**src/rtl/fifo_pkg.sv**
```systemverilog
// Shared definitions for the FIFO read-side drain controller.
package fifo_pkg;

    localparam int DEF_DATA_W = 8;
    localparam int DEF_LEN_W  = 16;

    typedef enum logic [1:0] {
        IDLE = 2'd0,
        READ = 2'd1,
        DONE = 2'd2
    } state_t;

endpackage

```
**src/rtl/fifo_drain_ctrl_if.sv**
```systemverilog
// FIFO read port plus valid/ready output stream seen by the drain controller.
interface fifo_drain_ctrl_if #(
    parameter int DATA_W = fifo_pkg::DEF_DATA_W
);
    logic              rd_sig;
    logic              empty_sig;
    logic              under_flow;
    logic [DATA_W-1:0] din;
    logic [DATA_W-1:0] dout;
    logic              dout_valid;
    logic              dout_ready;

    // Controller side: issues reads, sources the stream.
    modport master (
        output rd_sig,
        input  empty_sig,
        input  under_flow,
        input  din,
        output dout,
        output dout_valid,
        input  dout_ready
    );

    // FIFO / consumer side.
    modport slave (
        input  rd_sig,
        output empty_sig,
        output under_flow,
        output din,
        input  dout,
        input  dout_valid,
        output dout_ready
    );
endinterface

```
**src/rtl/fifo_drain_ctrl_skid_buf2.sv**
```systemverilog
// Two-entry in-order buffer; slot 0 is always the head presented downstream.
module skid_buf2
    import fifo_pkg::*;
#(
    parameter int DATA_W = DEF_DATA_W
) (
    input  logic              clk,
    input  logic              rst_n,
    input  logic              clr,
    input  logic              push,
    input  logic [DATA_W-1:0] push_data,
    input  logic              pop,
    output logic [DATA_W-1:0] head_data,
    output logic              head_valid,
    output logic [1:0]        occ
);

    logic [DATA_W-1:0] slot_reg  [2];
    logic [DATA_W-1:0] slot_next [2];
    logic [1:0]        occ_reg;
    logic [1:0]        occ_next;
    logic [1:0]        occ_after_pop;
    logic              pop_ok;
    logic              push_ok;

    // Next contents: pop shifts slot 1 forward, push lands in the first free slot after that shift.
    always_comb begin
        pop_ok        = pop && (occ_reg != 2'd0);
        occ_after_pop = occ_reg - {1'b0, pop_ok};
        push_ok       = push && (occ_after_pop != 2'd2);
        occ_next      = occ_reg;
        slot_next[0]  = slot_reg[0];
        slot_next[1]  = slot_reg[1];
        if (clr) begin
            occ_next = 2'd0;
        end else begin
            if (pop_ok) begin
                slot_next[0] = slot_reg[1];
            end
            if (push_ok) begin
                slot_next[occ_after_pop[0]] = push_data;
            end
            occ_next = occ_after_pop + {1'b0, push_ok};
        end
    end

    // Occupancy register.
    always_ff @(posedge clk or negedge rst_n) begin
        if (!rst_n) begin
            occ_reg <= 2'd0;
        end else begin
            occ_reg <= occ_next;
        end
    end

    generate
        for (genvar gi = 0; gi < 2; gi++) begin : g_slot
            // Data slot register; cleared on reset so dout reads 0.
            always_ff @(posedge clk or negedge rst_n) begin
                if (!rst_n) begin
                    slot_reg[gi] <= '0;
                end else begin
                    slot_reg[gi] <= slot_next[gi];
                end
            end
        end
    endgenerate

    assign head_data  = slot_reg[0];
    assign head_valid = (occ_reg != 2'd0);
    assign occ        = occ_reg;

endmodule

```
**src/rtl/fifo_drain_ctrl.sv**
```systemverilog
// Drains a programmed byte count from the FIFO read port onto a valid/ready stream.
module fifo_drain_ctrl
    import fifo_pkg::*;
#(
    parameter int DATA_W = DEF_DATA_W,
    parameter int LEN_W  = DEF_LEN_W
) (
    input  logic               clk,
    input  logic               rst_n,
    input  logic               start,
    input  logic [LEN_W-1:0]   len,
    output logic               busy,
    output logic               done,
    output logic               err,
    fifo_drain_ctrl_if.master  bus
);

    state_t           state_reg;
    state_t           state_next;
    logic [LEN_W-1:0] rd_left_reg;
    logic [LEN_W-1:0] out_left_reg;
    logic             inflight_reg;
    logic             err_reg;
    logic             rd_en;
    logic             accept;
    logic             abort;
    logic             pop;
    logic             buf_valid;
    logic [1:0]       occ;
    logic [2:0]       pending;

    assign accept  = (state_reg == IDLE) && start;
    assign abort   = (state_reg == READ) && bus.under_flow;
    assign pop     = buf_valid && bus.dout_ready;
    // Bytes that will still be held after this cycle's pop, counting the one in flight.
    assign pending = {1'b0, occ} + {2'b00, inflight_reg} - {2'b00, pop};

    // State register.
    always_ff @(posedge clk or negedge rst_n) begin
        if (!rst_n) begin
            state_reg <= IDLE;
        end else begin
            state_reg <= state_next;
        end
    end

    // Next-state logic; underflow wins over normal completion.
    always_comb begin
        state_next = state_reg;
        case (state_reg)
            IDLE: begin
                if (start) begin
                    state_next = (len == '0) ? DONE : READ;
                end
            end
            READ: begin
                if (bus.under_flow) begin
                    state_next = DONE;
                end else if (pop && (out_left_reg == LEN_W'(1))) begin
                    state_next = DONE;
                end
            end
            DONE:    state_next = IDLE;
            default: state_next = IDLE;
        endcase
    end

    // Outputs decoded from state; reads only while room remains for the returning byte.
    always_comb begin
        busy  = (state_reg != IDLE);
        done  = (state_reg == DONE);
        rd_en = (state_reg == READ) && !bus.under_flow && !bus.empty_sig &&
                (rd_left_reg != '0) && (pending < 3'd2);
    end

    // Remaining-read and remaining-delivery counters, both loaded on an accepted start.
    always_ff @(posedge clk or negedge rst_n) begin
        if (!rst_n) begin
            rd_left_reg  <= '0;
            out_left_reg <= '0;
        end else if (accept) begin
            rd_left_reg  <= len;
            out_left_reg <= len;
        end else begin
            if (rd_en) begin
                rd_left_reg <= rd_left_reg - LEN_W'(1);
            end
            if (pop && (state_reg == READ) && (out_left_reg != '0)) begin
                out_left_reg <= out_left_reg - LEN_W'(1);
            end
        end
    end

    // Tracks the read whose data arrives on din next cycle; sticky error flag.
    always_ff @(posedge clk or negedge rst_n) begin
        if (!rst_n) begin
            inflight_reg <= 1'b0;
            err_reg      <= 1'b0;
        end else begin
            inflight_reg <= rd_en;
            if (accept) begin
                err_reg <= 1'b0;
            end else if (abort) begin
                err_reg <= 1'b1;
            end
        end
    end

    skid_buf2 #(
        .DATA_W (DATA_W)
    ) u_buf (
        .clk        (clk),
        .rst_n      (rst_n),
        .clr        (abort),
        .push       (inflight_reg && !abort),
        .push_data  (bus.din),
        .pop        (pop),
        .head_data  (bus.dout),
        .head_valid (buf_valid),
        .occ        (occ)
    );

    assign bus.rd_sig     = rd_en;
    assign bus.dout_valid = buf_valid;
    assign err            = err_reg;

endmodule

```
**src/flat_wrapper.sv**
```systemverilog
// flat-port wrapper written by rule: the top's interface ports become plain ports
module fifo_drain_ctrl_flat import fifo_pkg::*;
#(
    parameter int DATA_W = DEF_DATA_W,
    parameter int LEN_W  = DEF_LEN_W
)
  (clk, rst_n, start, len, busy, done, err, bus_rd_sig, bus_empty_sig, bus_under_flow, bus_din, bus_dout, bus_dout_valid, bus_dout_ready);
  fifo_drain_ctrl_if #(.DATA_W(DATA_W)) bus_i ();
  input  logic clk;
  input  logic rst_n;
  input  logic start;
  input  logic [LEN_W-1:0] len;
  output logic busy;
  output logic done;
  output logic err;
  output wire logic [$bits(bus_i.rd_sig)-1:0] bus_rd_sig;
  input wire logic [$bits(bus_i.empty_sig)-1:0] bus_empty_sig;
  input wire logic [$bits(bus_i.under_flow)-1:0] bus_under_flow;
  input wire logic [$bits(bus_i.din)-1:0] bus_din;
  output wire logic [$bits(bus_i.dout)-1:0] bus_dout;
  output wire logic [$bits(bus_i.dout_valid)-1:0] bus_dout_valid;
  input wire logic [$bits(bus_i.dout_ready)-1:0] bus_dout_ready;
  assign bus_rd_sig = bus_i.rd_sig;
  assign bus_i.empty_sig = bus_empty_sig;
  assign bus_i.under_flow = bus_under_flow;
  assign bus_i.din = bus_din;
  assign bus_dout = bus_i.dout;
  assign bus_dout_valid = bus_i.dout_valid;
  assign bus_i.dout_ready = bus_dout_ready;
  fifo_drain_ctrl #(.DATA_W(DATA_W), .LEN_W(LEN_W)) u_core (.clk(clk), .rst_n(rst_n), .start(start), .len(len), .busy(busy), .done(done), .err(err), .bus(bus_i));
endmodule
```
**config.mk**
```make
export PLATFORM = sky130hd
export DESIGN_NAME = fifo_drain_ctrl_flat
export DESIGN_NICKNAME = d
export VERILOG_FILES = /design/src/rtl/fifo_pkg.sv /design/src/rtl/fifo_drain_ctrl_if.sv /design/src/rtl/fifo_drain_ctrl_skid_buf2.sv /design/src/rtl/fifo_drain_ctrl.sv /design/src/flat_wrapper.sv
export SDC_FILE = /design/constraint.sdc
export NUM_CORES = 1
export LEC_CHECK = 0
export ABC_AREA = 1
export BUFFER_PORTS_ARGS = -buffer_cell sky130_fd_sc_hd__buf_2
export CAP_MARGIN = 20
export CORE_ASPECT_RATIO = 1.25
export CORE_MARGIN = 8
export CORE_UTILIZATION = 53
export CTS_CLUSTER_DIAMETER = 150
export DETAILED_ROUTE_END_ITERATION = 10
export PLACE_DENSITY = 0.73
export SLEW_MARGIN = 20
export SYNTH_ARGS = -nofsm -noshare
export SYNTH_HDL_FRONTEND = slang
export SYNTH_SLANG_ARGS = --single-unit
```
**constraint.sdc**
```tcl
create_clock -name clk -period 8.5 [get_ports clk]
set_input_delay 0.425 -clock clk [delete_from_list [all_inputs] [get_ports clk]]
set_output_delay 0.425 -clock clk [all_outputs]
set_load 0.02 [all_outputs]
```
==> impl_metrics.yaml, run 1 <==
sta:
  fin_crit_ns: 3.63
  max_slew_margin_pct: 52.4
  finalMaxSlewViolations: 0
  rsz0062_at_grt: "false"
  setup_viol: 0
  finalCritPeriodShare_pct: 42.7
  finalHoldViolations: 0
  max_freq_mhz: 276
  finalSetupTns_ns: 0
  tightest_slew_ns: 0.715
  finClkSkew_ns: 0.00306
  whs_ns: 0.254
worst_setup_path:
  worstSetupStartpointType: "flip-flop"
  endpoint_kind: "output pin"
  required_ns: 8.08
  path_class: "flip-flop to output pin"
  path_max_fanout: 18
  reg2reg_depth: 15
  cp.arrival_ns: 3.20
  ff2ff_setup_slack_ns: 5.57
  rr_endpoint: "u_core.rd_left_reg[4]"
  rr_startpoint: "u_core.u_buf.occ[1]"
cts:
  clkTransAtPathRegs_ns: 0.09
  cts_buffers: 5
  clock_tree.buffer_depth: 2
  cts_root_buf: "clkbuf_8"
  clk_latency_ns: 0.31
  cts_tree: "built"
  ctsHtreeMaxLevel: 2
  post_cts_buffers: 0
  ctsResizeCount: 0
  holdBufCountCts: 0
  cts_sinks: 54
routing:
  first_pass_iters: 5
  ant_nets: 0
  drt_wl_total_um: 9060
  route.detailed.drc: 0
  post_drt_wl_per_cell_um: 13.8
  vias: 3389
  drt_iter0_drc: 144
  routed_via_density: 5.18
finish:
  area_delta_synth_final_pct: 8.05
  drive_above_1_share_pct: 17.0
  final_cells: 654
  num-fill-cells: 650
  fin_area_sq_um: 4000
  diodes: 0
  nets: 601
global_routing:
  grt_overflow_total: 0
  grt_pass1_wl_um: 15300
  grt_usage_pct: 18.8
  grt.met3_usage_pct: 3.76
  grt_pass1_vias: 3320
  globalRouteMet2Util_pct: 33.5
  grt-busiest-layer: "met2"
  grt_max_degree: 55
  use_met1_pct: 22.2
  antenna_found_initial: 0
synthesis:
  synth_warnings: 0
  synth_seq_cells: 54
  ys_seq_area_share_pct: 36.5
  synth.net_count: 570
  synth_cells: 532
  synth_cell_type_count: 29
  netlist_area_sq_um: 3700
  avgSynthCellArea_sq_um: 6.95
floorplan:
  initial_utilization_pct: 54.0
  io_pins: 43
  rows: 34
  dieArea_sq_um: 9930
  die_w_um: 90.7
  fp.dieH_um: 109
  core_sq_um: 6850
flow_run:
  cap_viol_max_count: 0
placed_design:
  dpl.hpwl_um: 6770
  dp.cells: 646
  portBuffers: 42
  place_area_sq_um: 3890
  gp_congestion: 0.840
power:
  pwr_density_cell_nw_per_um2: 349
  total_power_mw: 1.39
  power.leakage_nw: 2.16
  ir_worst_vdd_mv: 0.157
outcome:
  status: "complete, no violations"
min_path:
  hold_class: "input pin to async pin"
## synth_stat cells (all sizes together)
cell / instances / share of area (%)
buf: 18 / 3.8
nand3: 90 / 14
or2: 2 / 0.34
clkinv: 2 / 0.24
o21ai: 18 / 2.4
xnor2: 4 / 0.95
ha: 7 / 2.4
inv: 58 / 6.1
clkbuf: 2 / 0.20
nand2: 188 / 20
nand4: 3 / 0.51
nor2: 68 / 8.0
nand3b: 7 / 1.4
dfrtp: 54 / 37
fa: 1 / 0.54
xor2: 10 / 2.4
## cell usage in the layout (no fill, tap or decap)
master,synthesis,routed
o21ai_0,17,17
clkinv_2,1,1
nand2_2,13,13
or2_2,1,1
inv_4,3,3
nor2_1,58,58
clkbuf_1,2,2
nand2_4,2,2
xor2_1,10,10
clkinv_1,1,1
nor2_2,7,7
o21ai_1,1,1
inv_2,3,3
inv_1,52,52
or2_0,1,1
ha_1,7,7
xnor2_1,4,4
buf_4,8,2
dfrtp_1,54,54
nand3b_1,7,7
clkbuf_8,0,5
fa_1,1,1
bufinv_16,0,1
nand3_1,77,77
nand2_1,173,173
buf_2,6,42
nand3_2,13,13
nor2_4,3,3
nand4_1,3,3
## worst max-delay path by stage
stage	startpoint	endpoint	cells after the start
detailed placement	u_core.u_buf.occ[1]	bus_rd_sig	14
global route	u_core.u_buf.occ[1]	bus_rd_sig	14
global placement	u_core.u_buf.occ[1]	bus_rd_sig	14
finish	u_core.u_buf.occ[1]	bus_rd_sig	14
floorplan	u_core.u_buf.occ[1]	bus_rd_sig	15
CTS	u_core.u_buf.occ[1]	bus_rd_sig	14
## power breakdown
part / internal [mW] / switching (mW) / leakage, nW / total (mW)
logic: 0.258 / 0.468 / 1.42 / 0.727
clock network: 0.0884 / 0.0855 / 0.0524 / 0.174
registers: 0.374 / 0.120 / 0.685 / 0.494
## layer usage
metal / vias up / share of wire, % / wire [um]
met5: - / 0 / 0
met4: 0 / 2.1 / 186
met2: 113 / 48 / 4310
met1: 1545 / 45 / 4080
li1: 1717 / - / -
met3: 14 / 5.3 / 483
## critical path, stage by stage, from the launching register on
cell,delay (ns)
dfrtp_1,0.45
inv_2,0.08
nand2_2,0.06
nand2_2,0.22
inv_1,0.08
ha_1,0.26
or2_2,0.31
fa_1,0.49
inv_1,0.04
nor2_1,0.08
nand3_1,0.11
nor2_4,0.12
nand2_4,0.15
inv_4,0.23
buf_2,0.21
## through the flow
stage          worst slack, ns  util (%)
2_1_floorplan             5.48         -
3_3_place_gp              5.28      56.8
3_5_place_dp              5.21      56.8
4_1_cts                   4.85      58.4
5_1_grt                   4.71      58.4
6_report                  4.87      58.4
## cell type report
class                      count  area [sq um]  share of cell area, %
tap                           90           113                   2.82
multi-input combinational    398          1970                   49.2
inverter                      60           234                   5.85
sequential                    54          1350                   33.8
clock inverter                 1          30.0                  0.751
timing repair buffer          44           225                   5.63
clock buffer                   7          76.3                   1.91
## cells by family after synthesis
| group | share of synthesized area (%) |
|---|---|
| buffers and inverters | 10.3 |
| and+or+nand+nor | 44.5 |
| AOI/OAI and AO/OA | 2.43 |
| xor gates and xnor gates | 3.31 |
| adders and majority gates | 2.91 |
| DFF | 36.5 |
Power figures use the tool's default switching activity.
==> run 2, diff against run 1 <==
--- a/config.mk
+++ b/config.mk
@@ -13,7 +13,7 @@
 export CORE_UTILIZATION = 53
 export CTS_CLUSTER_DIAMETER = 150
 export DETAILED_ROUTE_END_ITERATION = 10
-export PLACE_DENSITY = 0.73
+export PLACE_DENSITY = 0.76
 export SLEW_MARGIN = 20
 export SYNTH_ARGS = -nofsm -noshare
 export SYNTH_HDL_FRONTEND = slang
==> constraint.sdc (replaced) <==
create_clock -name clk -period 2.92 [get_ports clk]
set_input_delay 0.146 -clock clk [delete_from_list [all_inputs] [get_ports clk]]
set_output_delay 0.146 -clock clk [all_outputs]
set_load 0.02 [all_outputs]
==> run 2 against run 1 <==
- setup slack got worse by 4.7 ns
- clock-buffer cell count did not move
- core utilization rose by 1.1 points
- non-clock buffer count rose by 10
- sequential power rose to 2.9 times the previous value
- cell area rose by 1.9%
- largest power group unchanged
- highest routed layer unchanged
==> impl_metrics.yaml, run 2 (same netlist as run 1, synthesis figures left out) <==
routing:
  vias: 3451
  first_pass_iters: 5
  post_drt_wl_per_cell_um: 13.7
  route.detailed.drc: 0
  ant_nets: 0
  drt_iter0_drc: 141
  drt_wl_total_um: 9080
  routed_via_density: 5.20
worst_setup_path:
  slowest_delay_ns: 0.49
  cp_cell_sequence: "inv_1 -> nand2_2 -> nand2_2 -> inv_1 -> ha_1 -> or2_2 -> fa_1 -> inv_1 -> nor2_1 -> nand3_1 -> nor2_4 -> nand2_4 -> clkinv_8 -> buf_4"
  crit_family: "simple AND/OR/NAND/NOR gates"
  ff2ff_setup_slack_ns: 0.28
  rr_endpoint: "u_core.rd_left_reg[1]"
  cp.arrival_ns: 2.60
  worstSetupStartpointType: "flip-flop"
  critPathBufInv: 5
  reg2reg_depth: 15
  rr_startpoint: "u_core.u_buf.occ[0]"
  crit_top_cell: "inv_1"
  cp_slowest_cell: "fa_1"
  required_ns: 2.77
  path_class: "flip-flop to output pin"
  endpoint_kind: "output pin"
  path_max_fanout: 6
cts:
  clk_latency_ns: 0.30
  cts_root_buf: "clkbuf_8"
  cts_tree: "built"
  clock_tree.buffer_depth: 2
  clkTransAtPathRegs_ns: 0.10
  cts_buffers: 5
  cts_sinks: 54
  ctsHtreeMaxLevel: 2
placed_design:
  dpl.hpwl_um: 6930
  portBuffers: 42
  dp.cells: 649
  gp_congestion: 0.922
sta:
  whs_ns: 0.116
  finalHoldViolations: 0
  max_freq_mhz: 365
  rsz0062_at_grt: "false"
  tightest_slew_ns: 0.599
  setup_viol: 0
  max_slew_margin_pct: 60.1
  finalSetupTns_ns: 0
  finalCritPeriodShare_pct: 93.9
  finalMaxSlewViolations: 0
  fin_crit_ns: 2.74
  finClkSkew_ns: 0.00652
outcome:
  status: "complete, no violations"
finish:
  layout_common_cells: "nand2_1 (173), nand3_1 (77), nor2_1 (58)"
  nets: 611
  drive_above_1_share_pct: 18.5
  area_delta_synth_final_pct: 10.1
  final_common_cell: "nand2_1"
  num-fill-cells: 655
  final_cells: 664
  diodes: 0
floorplan:
  fp.dieH_um: 109
  die_w_um: 90.7
  dieArea_sq_um: 9930
  rows: 34
  initial_utilization_pct: 54.0
  io_pins: 43
  core_sq_um: 6850
power:
  ir_worst_vdd_mv: 0.430
  pwr_density_cell_nw_per_um2: 988
  power.leakage_nw: 2.21
  total_power_mw: 4.02
global_routing:
  grt_pass1_vias: 3338
  grt_max_degree: 33
  grt_usage_pct: 18.8
  antenna_found_initial: 0
  grt_overflow_total: 0
  grt_pass1_wl_um: 15200
min_path:
  hp-start: "len[7]"
  min_to: "u_core.rd_left_reg[7]"
  hold_class: "input pin to flip-flop"
  hold_path_depth: 3
flow_run:
  cap_viol_max_count: 0
run 2: layout make-up:
class | count | area, sq um | share of cell area, %
clock buffer | 7 | 86.3 | 2.12
clock inverter | 1 | 5.00 | 0.123
inverter | 60 | 244 | 5.99
multi-input combinational | 398 | 1970 | 48.3
sequential | 54 | 1350 | 33.2
tap | 90 | 113 | 2.76
timing repair buffer | 54 | 305 | 7.50
run 2: per-layer routing:
metal / track usage (%) / part of all wire [%]
met5: 0 / 0
met4: 6.44 / 1.3
met1: 21.8 / 42
met3: 4.23 / 6.6
met2: 33.8 / 50
run 2: worst max path at each step:
stage / start / to / slack, ns / cells past startpoint
6_report: u_core.u_buf.occ[0] / bus_rd_sig / 0.18 / 14
5_1_grt: u_core.u_buf.occ[0] / bus_rd_sig / 0.02 / 14
4_1_cts: u_core.u_buf.occ[0] / bus_rd_sig / 0.002 / 14
3_5_place_dp: u_core.u_buf.occ[1] / bus_rd_sig / 0.23 / 14
3_3_place_gp: u_core.u_buf.occ[1] / bus_rd_sig / 0.30 / 14
2_1_floorplan: u_core.u_buf.occ[1] / u_core.rd_left_reg[12] / 0.13 / 17
run 2: power by group:
| part | switching (mW) | internal (mW) |
|---|---|---|
| Clock | 0.241 | 0.192 |
| Combinational | 1.38 | 0.782 |
| Sequential | 0.342 | 1.09 |
| Total | 1.96 | 2.06 |
run 2: worst register-to-register path: stages (launching register included):
cell,delay [ns]
dfrtp_1,0.37
inv_1,0.10
nand2_2,0.07
nand2_2,0.06
inv_1,0.04
ha_1,0.26
or2_2,0.30
fa_1,0.49
inv_1,0.04
nor2_1,0.07
nand3_1,0.11
nor2_4,0.12
nand2_4,0.08
buf_4,0.20
or2_0,0.21
nand3_1,0.07
run 2: repair_timing:
item | in CTS | in global routing
hold buffers | 1 | 0
setup buffers | 1 | 5
setup endpoints to repair | 1 | 1
resized for setup | 1 | 3
endpoints found under the hold margin | 23 | 0
run 2: through the flow:
stage	utilization, %	worst slack, ns	instance area [sq um]
4_1_cts	58.8	0.00231	4030
5_1_grt	59.5	0.0220	4070
2_1_floorplan	-	0.131	3700
3_3_place_gp	57.1	0.300	3910
6_report	59.5	0.177	4070
3_5_place_dp	57.1	0.228	3910
